--- src/rtl/fetch_stage.sv ---
// Instruction-fetch front end: owns the PC, drives imem port A and
// the IF/ID register, loads reset/interrupt vectors, injects INT_INSTR.
module fetch_stage #(
   parameter logic [7:0] RESET_VEC_ADDR = 8'h00,
   parameter logic [7:0] INT_VEC_ADDR   = 8'h01,
   parameter logic [7:0] NOP_INSTR      = 8'h00,
   parameter logic [7:0] INT_INSTR      = 8'hF0
) (
   input  logic       clk,
   input  logic       rst,
   output logic [7:0] imem_addr,
   input  logic [7:0] imem_data,
   input  logic       pc_write_en,
   input  logic       if_id_en,
   input  logic       flush,
   input  logic [7:0] branch_target,
   input  logic       intr,
   output logic [7:0] pc,
   output logic [7:0] id_instr,
   output logic [7:0] id_pc_plus1,
   output logic       id_valid,
   output logic       id_is_int
);

   typedef enum logic [1:0] {
      S_RVEC = 2'd0,
      S_RUN  = 2'd1,
      S_IVEC = 2'd2
   } state_t;

   state_t     state_q, state_d;
   logic [7:0] pc_d;
   logic       pend_q, pend_d, pend_clr;
   logic [7:0] instr_d, plus1_d;
   logic       valid_d, is_int_d;

   // Port-A address: vector slots while loading, otherwise the PC.
   always_comb begin
      imem_addr = pc;
      unique case (state_q)
         S_RVEC:  imem_addr = RESET_VEC_ADDR;
         S_IVEC:  imem_addr = INT_VEC_ADDR;
         default: imem_addr = pc;
      endcase
   end

   // Next-state, next-PC and IF/ID contents in priority order.
   always_comb begin
      state_d  = state_q;
      pc_d     = pc;
      instr_d  = id_instr;
      plus1_d  = id_pc_plus1;
      valid_d  = id_valid;
      is_int_d = id_is_int;
      pend_clr = 1'b0;
      unique case (state_q)
         S_RVEC: begin
            instr_d  = NOP_INSTR;
            plus1_d  = 8'h00;
            valid_d  = 1'b0;
            is_int_d = 1'b0;
            if (pc_write_en) begin
               pc_d    = imem_data;
               state_d = S_RUN;
            end
         end
         S_RUN: begin
            if (flush) begin
               pc_d     = branch_target;
               instr_d  = NOP_INSTR;
               plus1_d  = 8'h00;
               valid_d  = 1'b0;
               is_int_d = 1'b0;
            end else if (pend_q && pc_write_en && if_id_en) begin
               // Return address is the un-fetched PC itself.
               instr_d  = INT_INSTR;
               plus1_d  = pc;
               valid_d  = 1'b1;
               is_int_d = 1'b1;
               state_d  = S_IVEC;
            end else begin
               if (pc_write_en) pc_d = pc + 8'd1;
               if (if_id_en) begin
                  instr_d  = imem_data;
                  plus1_d  = pc + 8'd1;
                  valid_d  = 1'b1;
                  is_int_d = 1'b0;
               end
            end
         end
         S_IVEC: begin
            if (flush) begin
               // Pending stays set so the interrupt is taken again.
               pc_d     = branch_target;
               instr_d  = NOP_INSTR;
               plus1_d  = 8'h00;
               valid_d  = 1'b0;
               is_int_d = 1'b0;
               state_d  = S_RUN;
            end else if (pc_write_en) begin
               pc_d     = imem_data;
               instr_d  = NOP_INSTR;
               plus1_d  = 8'h00;
               valid_d  = 1'b0;
               is_int_d = 1'b0;
               pend_clr = 1'b1;
               state_d  = S_RUN;
            end
         end
         default: state_d = S_RVEC;
      endcase
      // A new request on the clearing edge wins.
      pend_d = (pend_q & ~pend_clr) | intr;
   end

   // State, PC, pending flag and IF/ID register.
   always_ff @(posedge clk) begin
      if (rst) begin
         state_q     <= S_RVEC;
         pc          <= 8'h00;
         pend_q      <= 1'b0;
         id_instr    <= NOP_INSTR;
         id_pc_plus1 <= 8'h00;
         id_valid    <= 1'b0;
         id_is_int   <= 1'b0;
      end else begin
         state_q     <= state_d;
         pc          <= pc_d;
         pend_q      <= pend_d;
         id_instr    <= instr_d;
         id_pc_plus1 <= plus1_d;
         id_valid    <= valid_d;
         id_is_int   <= is_int_d;
      end
   end

endmodule

--- config.mk ---
export PLATFORM = sky130hd
export DESIGN_NAME = fetch_stage
export DESIGN_NICKNAME = d
export VERILOG_FILES = /design/src/rtl/fetch_stage.sv
export SDC_FILE = /design/constraint.sdc
export NUM_CORES = 1
export LEC_CHECK = 0
export CORE_MARGIN = 5
export CORE_UTILIZATION = 55
export CTS_CLUSTER_SIZE = 8
export DETAILED_ROUTE_END_ITERATION = 10
export DONT_BUFFER_PORTS = 1
export GPL_ROUTABILITY_DRIVEN = 1
export PLACE_DENSITY = 0.81
export SYNTH_ARGS = -nofsm -noshare
export SYNTH_HDL_FRONTEND = slang
export SYNTH_SLANG_ARGS = --single-unit
--- constraint.sdc ---
create_clock -name clk -period 2.68 [get_ports clk]
set_input_delay 0.536 -clock clk [delete_from_list [all_inputs] [get_ports clk]]
set_output_delay 0.536 -clock clk [all_outputs]
set_load 0.005 [all_outputs]
==> results of run 1 <==
-- layout make-up --
type,instances,area [µm²]
Tap cell,46,57.56
Clock buffer,7,65.06
Timing Repair Buffer,3,22.52
Multi-Input combinational cell,167,1160
Sequential cell,29,580.6
Inverter,10,37.54
Fill cell,322,1409
Clock inverter,1,5.005
-- cells in the mapped netlist (2+ instances only) --
| cell | instances | share of area [%] |
|---|---|---|
| a211oi_1 | 3 | 1.2 |
| a22oi_1 | 2 | 0.79 |
| a21oi_1 | 29 | 7.7 |
| buf_6 | 2 | 1.2 |
| a32oi_1 | 4 | 1.9 |
| nand4_1 | 8 | 2.6 |
| xnor2_1 | 7 | 3.2 |
| nand2b_1 | 8 | 2.6 |
| o21a_1 | 2 | 0.79 |
| nor2_1 | 9 | 1.8 |
| a22o_1 | 3 | 1.4 |
| ha_1 | 6 | 4.0 |
| and2_1 | 4 | 1.3 |
| buf_4 | 5 | 2.0 |
| o2111ai_1 | 4 | 1.9 |
| buf_2 | 8 | 2.1 |
| dfxtp_1 | 29 | 31 |
| nand3_1 | 6 | 1.6 |
| nor2b_1 | 3 | 0.99 |
| xor2_1 | 2 | 0.93 |
| nand2_1 | 5 | 0.99 |
| nor3_1 | 5 | 1.3 |
| clkbuf_1 | 4 | 0.79 |
| o21bai_1 | 2 | 0.79 |
| o21ai_0 | 18 | 4.8 |
| o32ai_1 | 6 | 2.8 |
| inv_1 | 10 | 2.0 |
| a31oi_1 | 2 | 0.66 |
| o2bb2ai_1 | 5 | 2.3 |
-- how the worst min path moves through the flow --
stage,slack (ns),depth (start not counted),start,end
CTS,0.24,1,rst,id_instr[0]
floorplan,0.46,1,id_pc_plus1[3],id_pc_plus1[3]
global placement,0.48,2,id_instr[4],id_instr[4]
finish,0.25,1,rst,pc[7]
detailed placement,0.48,1,id_pc_plus1[6],id_pc_plus1[6]
global route,0.23,1,rst,state_q[1]
-- sequential cells by signal (all words and copies together) (netlist names) --
name and cells:
id_instr 8, id_pc_plus1 8, pc 8, state_q 2
id_is_int 1, id_valid 1, pend_q 1
-- per-layer routing --
layer	global-route usage [%]	part of all wire, %	up-vias
met5	0	0	-
met4	7.444	1.4	0
met3	10.37	14	7
met2	34.21	45	90
li1	-	-	833
met1	27.00	39	787
-- power by group through the flow --
stage	Clock, mW	Combinational, mW	Sequential [mW]
floorplan	0	0.189	0.486
global placement	0	0.191	0.504
detailed placement	0	0.194	0.504
CTS	0.319	0.195	0.494
global route	0.337	0.218	0.499
finish	0.314	0.198	0.495
-- critical path, cell delays in order, from the launching register on --
cell and delay [ns]:
dfxtp_1 0.40, inv_1 0.13, ha_1 0.38, nand2b_1 0.23
a21oi_1 0.66, o21ai_0 0.21, a21oi_1 0.17
-- through the flow --
stage	util, %	instances	hold WS, ns	power, mW	instance area (µm²)
6_report	57.78	263	0.2505	1.006	1928
3_5_place_dp	55.68	255	0.4795	0.6981	1858
2_1_floorplan	-	225	0.4558	0.6754	1893
4_1_cts	57.78	263	0.2440	1.008	1928
5_1_grt	57.78	263	0.2315	1.054	1928
3_3_place_gp	55.68	255	0.4764	0.6950	1858
-- kinds of logic (layout without fill, tap and decap cells) --
kind of cell	count (synthesis)	after routing	synth area share [%]
AOI/OAI and AO/OA	92	92	33.38
and+or+nand+nor	59	59	19.17
DFF	29	29	30.67
buffers and inverters	29	21	8.064
xor gates and xnor gates	9	9	4.164
adders and majority gates	6	6	3.966
muxes	1	1	0.5948
==> results list, run 1 <==
- Setup total negative slack on the finished layout was measured at 0 ns.
- Internal power comes to 0.6870 mW.
- After layout, the worst setup slack is 0.4227 ns.
- Outcome: finished clean
- Routability congestion estimate: 0.9401
- Signed area change from the synthesized netlist to the final layout: 1.851%
* Number of detailed-route iterations in the first pass: 4
* Max FO, Critical Path: 13
- Count of routing violations after the opening detailed-route iteration: 175
- The clock net in this run drives a total of 29 sinks.
- Max_cap viols: 0
- Tracing the worst setup path back leads to its startpoint at state_q[0].
- Wirelength per Cell: 19.31 µm
* Area of the mapped netlist: 1893 µm²
- The final number of hold-violating endpoints came to 0.
- At the worst endpoint, the arrival time is 2.52 ns.
* Maximum clock frequency: 443.0 MHz
- Skew final: 0.01278 ns
- The share of total power dissipated in the clock network is 31.2%.
- STA classifies the critical path startpoint as a register.
* Initial antenna violation count: 0
- Power per cell area: 521.8 nW/µm²
- Buffers placed on the I/O ports in this run total 0.
- The die covers 4716 µm².
- The final critical path takes up 84.23% of the cycle.
- Hold-fix buffer count after cts: 0
* Ys Warns: 0
- In this run the mean area of a mapped cell was 8.414 µm².
- Overall fraction of global-route tracks in use: 22.17%
- Clock period minus worst slack: 2.257 ns
* Num rows: 21
- Share of synthesized flip-flops with an asynchronous set or reset: 0%
* Data required time at the worst endpoint: 2.94 ns
* Routed wire length: 5079 µm
- Measured against its own limit, the worst slew margin works out to 48.43%.
* EDFF count, synth: 0
- Share of synthesized area occupied by flip-flops and latches: 30.67%
- Switching part of the total power: 31.72%
* Fraction of layout instances using a drive strength above 1: 9.217%
* Maximum number of pins on one net before global-route repair: 30
* Synthesized instance count: 225
* Switching power: 0.3191 mW
- In this run, distinct cell masters in the synthesized netlist total 53.
- Post-CTS resize count: 0
- Across all layers, the routed design uses 1717 vias.
- Number of post-CTS setup repair buffers: 0
- Reg-to-reg endpoint: id_instr[6]
- Core footprint: 3337 µm²
- Across all register-to-register paths, the minimum setup slack is 0.42 ns.
- Later-pin clock latency in the skew report: 0.34 ns
- The number of antenna diodes in the final layout is 0.
* Register share of total power: 49.2%
- Worst IR Drop VDD: 0.3174 mV
- Tightest Pin Transition: 0.7736 ns
- In the routed design, unresolved DRC markers number 0.
- Final count of negative-setup-slack endpoints: 0
- The via count of the first global-routing pass was 1593.
- The number of nets handed over by synthesis was 253.
- Number of buffers on the longest clock path: 2
- The final layout contains 244 nets.
- Summed over all cells, the static leakage comes to 0.6180 nW.
- The die is 68.67 µm wide.
* CTS clk-pin slew, worst paths: 0.10 ns
- Detail Route Antenna Nets: 0
* Worst Setup Slack post-DPL: 0.4278 ns
- Level count of the clock H-tree: 2
- Ys flop type: dfxtp_1
- Cells on worst reg2reg path: 6
- Vertical die dimension: 68.67 µm
* R2R Path Start: state_q[0]
- Hold crit path type: input port to register
- STA classifies the critical path endpoint as a register.
- Root Driver: clkbuf_4
- The first global-routing pass estimated 7817 µm of wire.
- Capture point of the critical path: id_instr[6]
- TritonCTS built the clock tree.
- Leaving out fill and tap cells, the most frequent cells in the layout are 29 x a21oi_1, 29 x dfxtp_1, 18 x o21ai_0, 10 x inv_1, 9 x nor2_1.
- Buffers inserted during clock tree synthesis total 5.
- Summed over all nets, the half-perimeter wirelength after detailed placement is 3642 µm.
* Top-level port count: 56
- Kind of critical path: register to register
- Initial core utilization: 56.73%
- RSZ-0062 raised after global routing: no
- Max Transition Viols Final: 0
* Logic pwr share: 19.7%
- Global routing finished with a remaining overflow of 0.
- Detailed-route vias per instance: 6.529
- Counting flops and latches in the post-synthesis netlist gives 29.
(Power assumes the default switching activity.)
==> run 2: changes to the inputs <==
==> constraint.sdc (replaced) <==
create_clock -name clk -period 2.3 [get_ports clk]
set_input_delay 0.46 -clock clk [delete_from_list [all_inputs] [get_ports clk]]
set_output_delay 0.46 -clock clk [all_outputs]
set_load 0.005 [all_outputs]
==> run 2 against run 1 <==
  * Sequential share of layout area fell by 0.29 points
  * First-iteration DRC count fell by 27%
  * Register-to-register slack got worse by 0.19 ns
  * Clock power barely moved
  * Count of clock-buffer cells in the layout did not move
  * Global-route usage rose by 1.2 points
  * Hold slack got worse by 0.066 ns
  * Power rose by 13%
  * Cell count rose by 1.1%
  * Critical endpoint is now imem_addr[3]
  * Largest cell class unchanged
==> results list, run 2 (synthesis results as in run 1) <==
* Tightest Pin Transition: 0.4667 ns (was 0.7736 ns)
* Final hold slack: 0.1842 ns (was 0.2505 ns)
- Capturing element type of the critical path: output port (was register)
- The startpoint type of the worst setup path is a register (unchanged).
- The total number of vias was 1751 (was 1717).
* Cells on worst reg2reg path: 6 (unchanged)
- The root buffer cell was clkbuf_4 (unchanged).
- The last weighted congestion value of the routability-driven placer came to 0.8964 (was 0.9401).
- The worst-skew pair later-pin latency came to 0.33 ns (was 0.34 ns).
* Maximum clock frequency: 475.0 MHz
- Overall fraction of global-route tracks in use: 23.42% (was 22.17%)
* Multi-input combinational cell area: 1164 µm² (was 1160 µm²)
- Critical-path top delay cell: dfxtp_1 (was a21oi_1)
- HPWL after detailed placement: 3716 µm (was 3642 µm)
* Worst IR Drop VDD: 0.2705 mV (was 0.3174 mV)
- The initial standard-cell utilization of the core came to 56.73% (unchanged).
- Final net count: 248 (was 244)
- Outcome: finished clean (unchanged).
* Hold crit path type: input port to register (unchanged)
- Ratio of final minimum period to clock period: 91.53%
- Leakage: 0.6291 nW (was 0.6180 nW)
- Number of buffers on the longest clock path: 2 (unchanged)
- The largest fanout on the critical path is 10 (was 13).
- The final number of hold-violating endpoints is 0 (unchanged).
- The H-tree depth was 2 (unchanged).
* CTS Buf Count: 5 (unchanged)
- The area of all sequential standard cells was 580.6 µm² (unchanged).
- CP cell instances: inv_1 > ha_1 > nor2_1 > and2_1 (was inv_1 > ha_1 > nand2b_1 > a21oi_1 > o21ai_0 > a21oi_1).
- The number of cells on the worst hold path is 1 (unchanged).
- The placed instance count was 259 (was 255).
- The cell area after layout came to 1947 µm² (was 1928 µm²).
- Core footprint: 3337 µm² (unchanged)
* Clock period minus worst slack: 2.105 ns
- The global-route wire length before repair was 8190 µm (was 7817 µm).
* Commonest non-fill, non-tap cell in the layout: dfxtp_1
- The number of standard cells in the final layout excluding fillers came to 266 (was 263).
* Vertical die dimension: 68.67 µm (unchanged)
- Detail Route Antenna Nets: 0 (unchanged)
- The final-layout setup total negative slack came to 0 ns (unchanged).
- The number of max-slew violations in the final report is 0 (unchanged).
- RSZ-0062 raised after global routing: no (unchanged)
* Skew final: 0.005172 ns (was 0.01278 ns)
* Maximum number of pins on one net before global-route repair: 30 (unchanged)
* Num Clock Sinks: 29 (unchanged)
- Max_cap viols: 0 (unchanged)
- The number of buffers inserted by hold repair at cts is 0 (unchanged).
* Num rows: 21 (unchanged)
- Post-CTS resize count: 0 (unchanged)
- Sum of overflow across all layers after global routing: 0 (unchanged)
* Number of post-CTS setup repair buffers: 0 (unchanged)
- Cell area reported after detailed placement: 1888 µm² (was 1858 µm²)
- The detailed-route DRC error count came to 0 (unchanged).
- CTS clk-pin slew, worst paths: 0.09 ns (was 0.10 ns)
- Reg-to-reg endpoint: pc[1] (was id_instr[6])
- The setup slack of the critical path after layout is 0.1949 ns (was 0.4227 ns).
- Relative slew slack: 68.89% (was 48.43%)
- Wirelength per Cell: 19.23 µm (was 19.31 µm)
- Overall power: 1.135 mW (was 1.006 mW)
- The width of the die is 68.67 µm (unchanged).
* Arrival @ worst endpoint: 1.65 ns (was 2.52 ns)
- The routed wire length was 5115 µm (was 5079 µm).
* Count of port buffers added during placement: 0 (unchanged)
- Power per cell area: 583.1 nW/µm² (was 521.8 nW/µm²)
- The share of layout cells above drive strength 1 came to 10.45% (was 9.217%).
- Register-to-Register Setup Slack: 0.23 ns (was 0.42 ns)
- Via count of the first global-routing pass: 1675 (was 1593)
- ANT cells: 0 (unchanged)
- Signed area change from the synthesized netlist to the final layout: 2.842% (was 1.851%)
- Data required time at the worst endpoint: 1.84 ns (was 2.94 ns)
- Worst setup path startpoint: state_q[0] (unchanged)
- The final core area utilization was 58.34% (was 57.78%).
- The iteration count of the initial detailed-routing pass is 4 (unchanged).
- Commonest non-fill, non-tap cells in the layout: 29 x dfxtp_1, 28 x a21oi_1, 18 x o21ai_0, 10 x inv_1, 9 x nor2_1 (was 29 x a21oi_1, 29 x dfxtp_1, 18 x o21ai_0, 10 x inv_1, 9 x nor2_1).
- Detailed-route vias per instance: 6.583 (was 6.529)
- Kind of critical path: register to output port (was register to register)
* Top-level port count: 56 (unchanged)
- Count of routing violations after the opening detailed-route iteration: 127 (was 175)
- Worst Setup Slack post-DPL: 0.1517 ns (was 0.4278 ns)
- Area of the die: 4716 µm² (unchanged)
* Clock tree from TritonCTS: built (unchanged)
- The filler cell count was 317 (was 322).
* Delay of the slowest cell on the worst path: 0.49 ns (was 0.66 ns)
* Endpoint of the worst hold-timing path: pc[7] (unchanged)
- The number of failing setup endpoints in the final timing report was 0 (unchanged).
- The beginning of the worst hold path was rst (unchanged).
- Registers with the highest flip-flop counts: id_instr x8, id_pc_plus1 x8, pc x8 (unchanged)
- Initial antenna violation count: 0 (unchanged)
- R2R Path Start: state_q[0] (unchanged)
[run 2: cell types whose count changed in the layout (fill, tap and decap cells not counted)]
cell      delta
a21oi_2      +1
clkbuf_1     +1
clkbuf_8     -1
buf_4        +4
a21oi_1      -1
clkinv_2     -1
[run 2: worst max-delay path, delay by kind of cell (launching register included)]
family	cells	cell delay [ns]
buffers and inverters	1	0.13
and+or+nand+nor	2	0.35
adders and majority gates	1	0.35
DFF	1	0.49
[run 2: worst max-delay path by stage]
| stage | to | cells past startpoint |
|---|---|---|
| floorplan | pc[7] | 7 |
| global placement | id_valid | 6 |
| detailed placement | id_pc_plus1[1] | 6 |
| CTS | id_pc_plus1[1] | 6 |
| global route | pc[1] | 6 |
| finish | imem_addr[3] | 4 |
[run 2: area by class of cell]
class                      instances  share of cell area, %
multi-input combinational        167                  59.77
sequential                        29                  29.82
tap                               46                  2.956
clock buffer                       7                  2.828
timing repair buffer               7                  2.699
inverter                          10                  1.928
[run 2: routing by layer]
layer	vias to the layer above	GRT usage [%]	routed length [µm]	part of all wire [%]
li1	842	-	-	-
met1	828	29.35	2142	42
met2	74	35.52	2336	46
met3	7	10.37	579	11
met4	0	7.940	57	1.1
met5	-	0	0	0
[run 2: report_power, final]
group	switching [mW]	internal, mW
logic	0.152	0.105
registers	0.0331	0.528
clock network	0.173	0.144
total	0.358	0.777
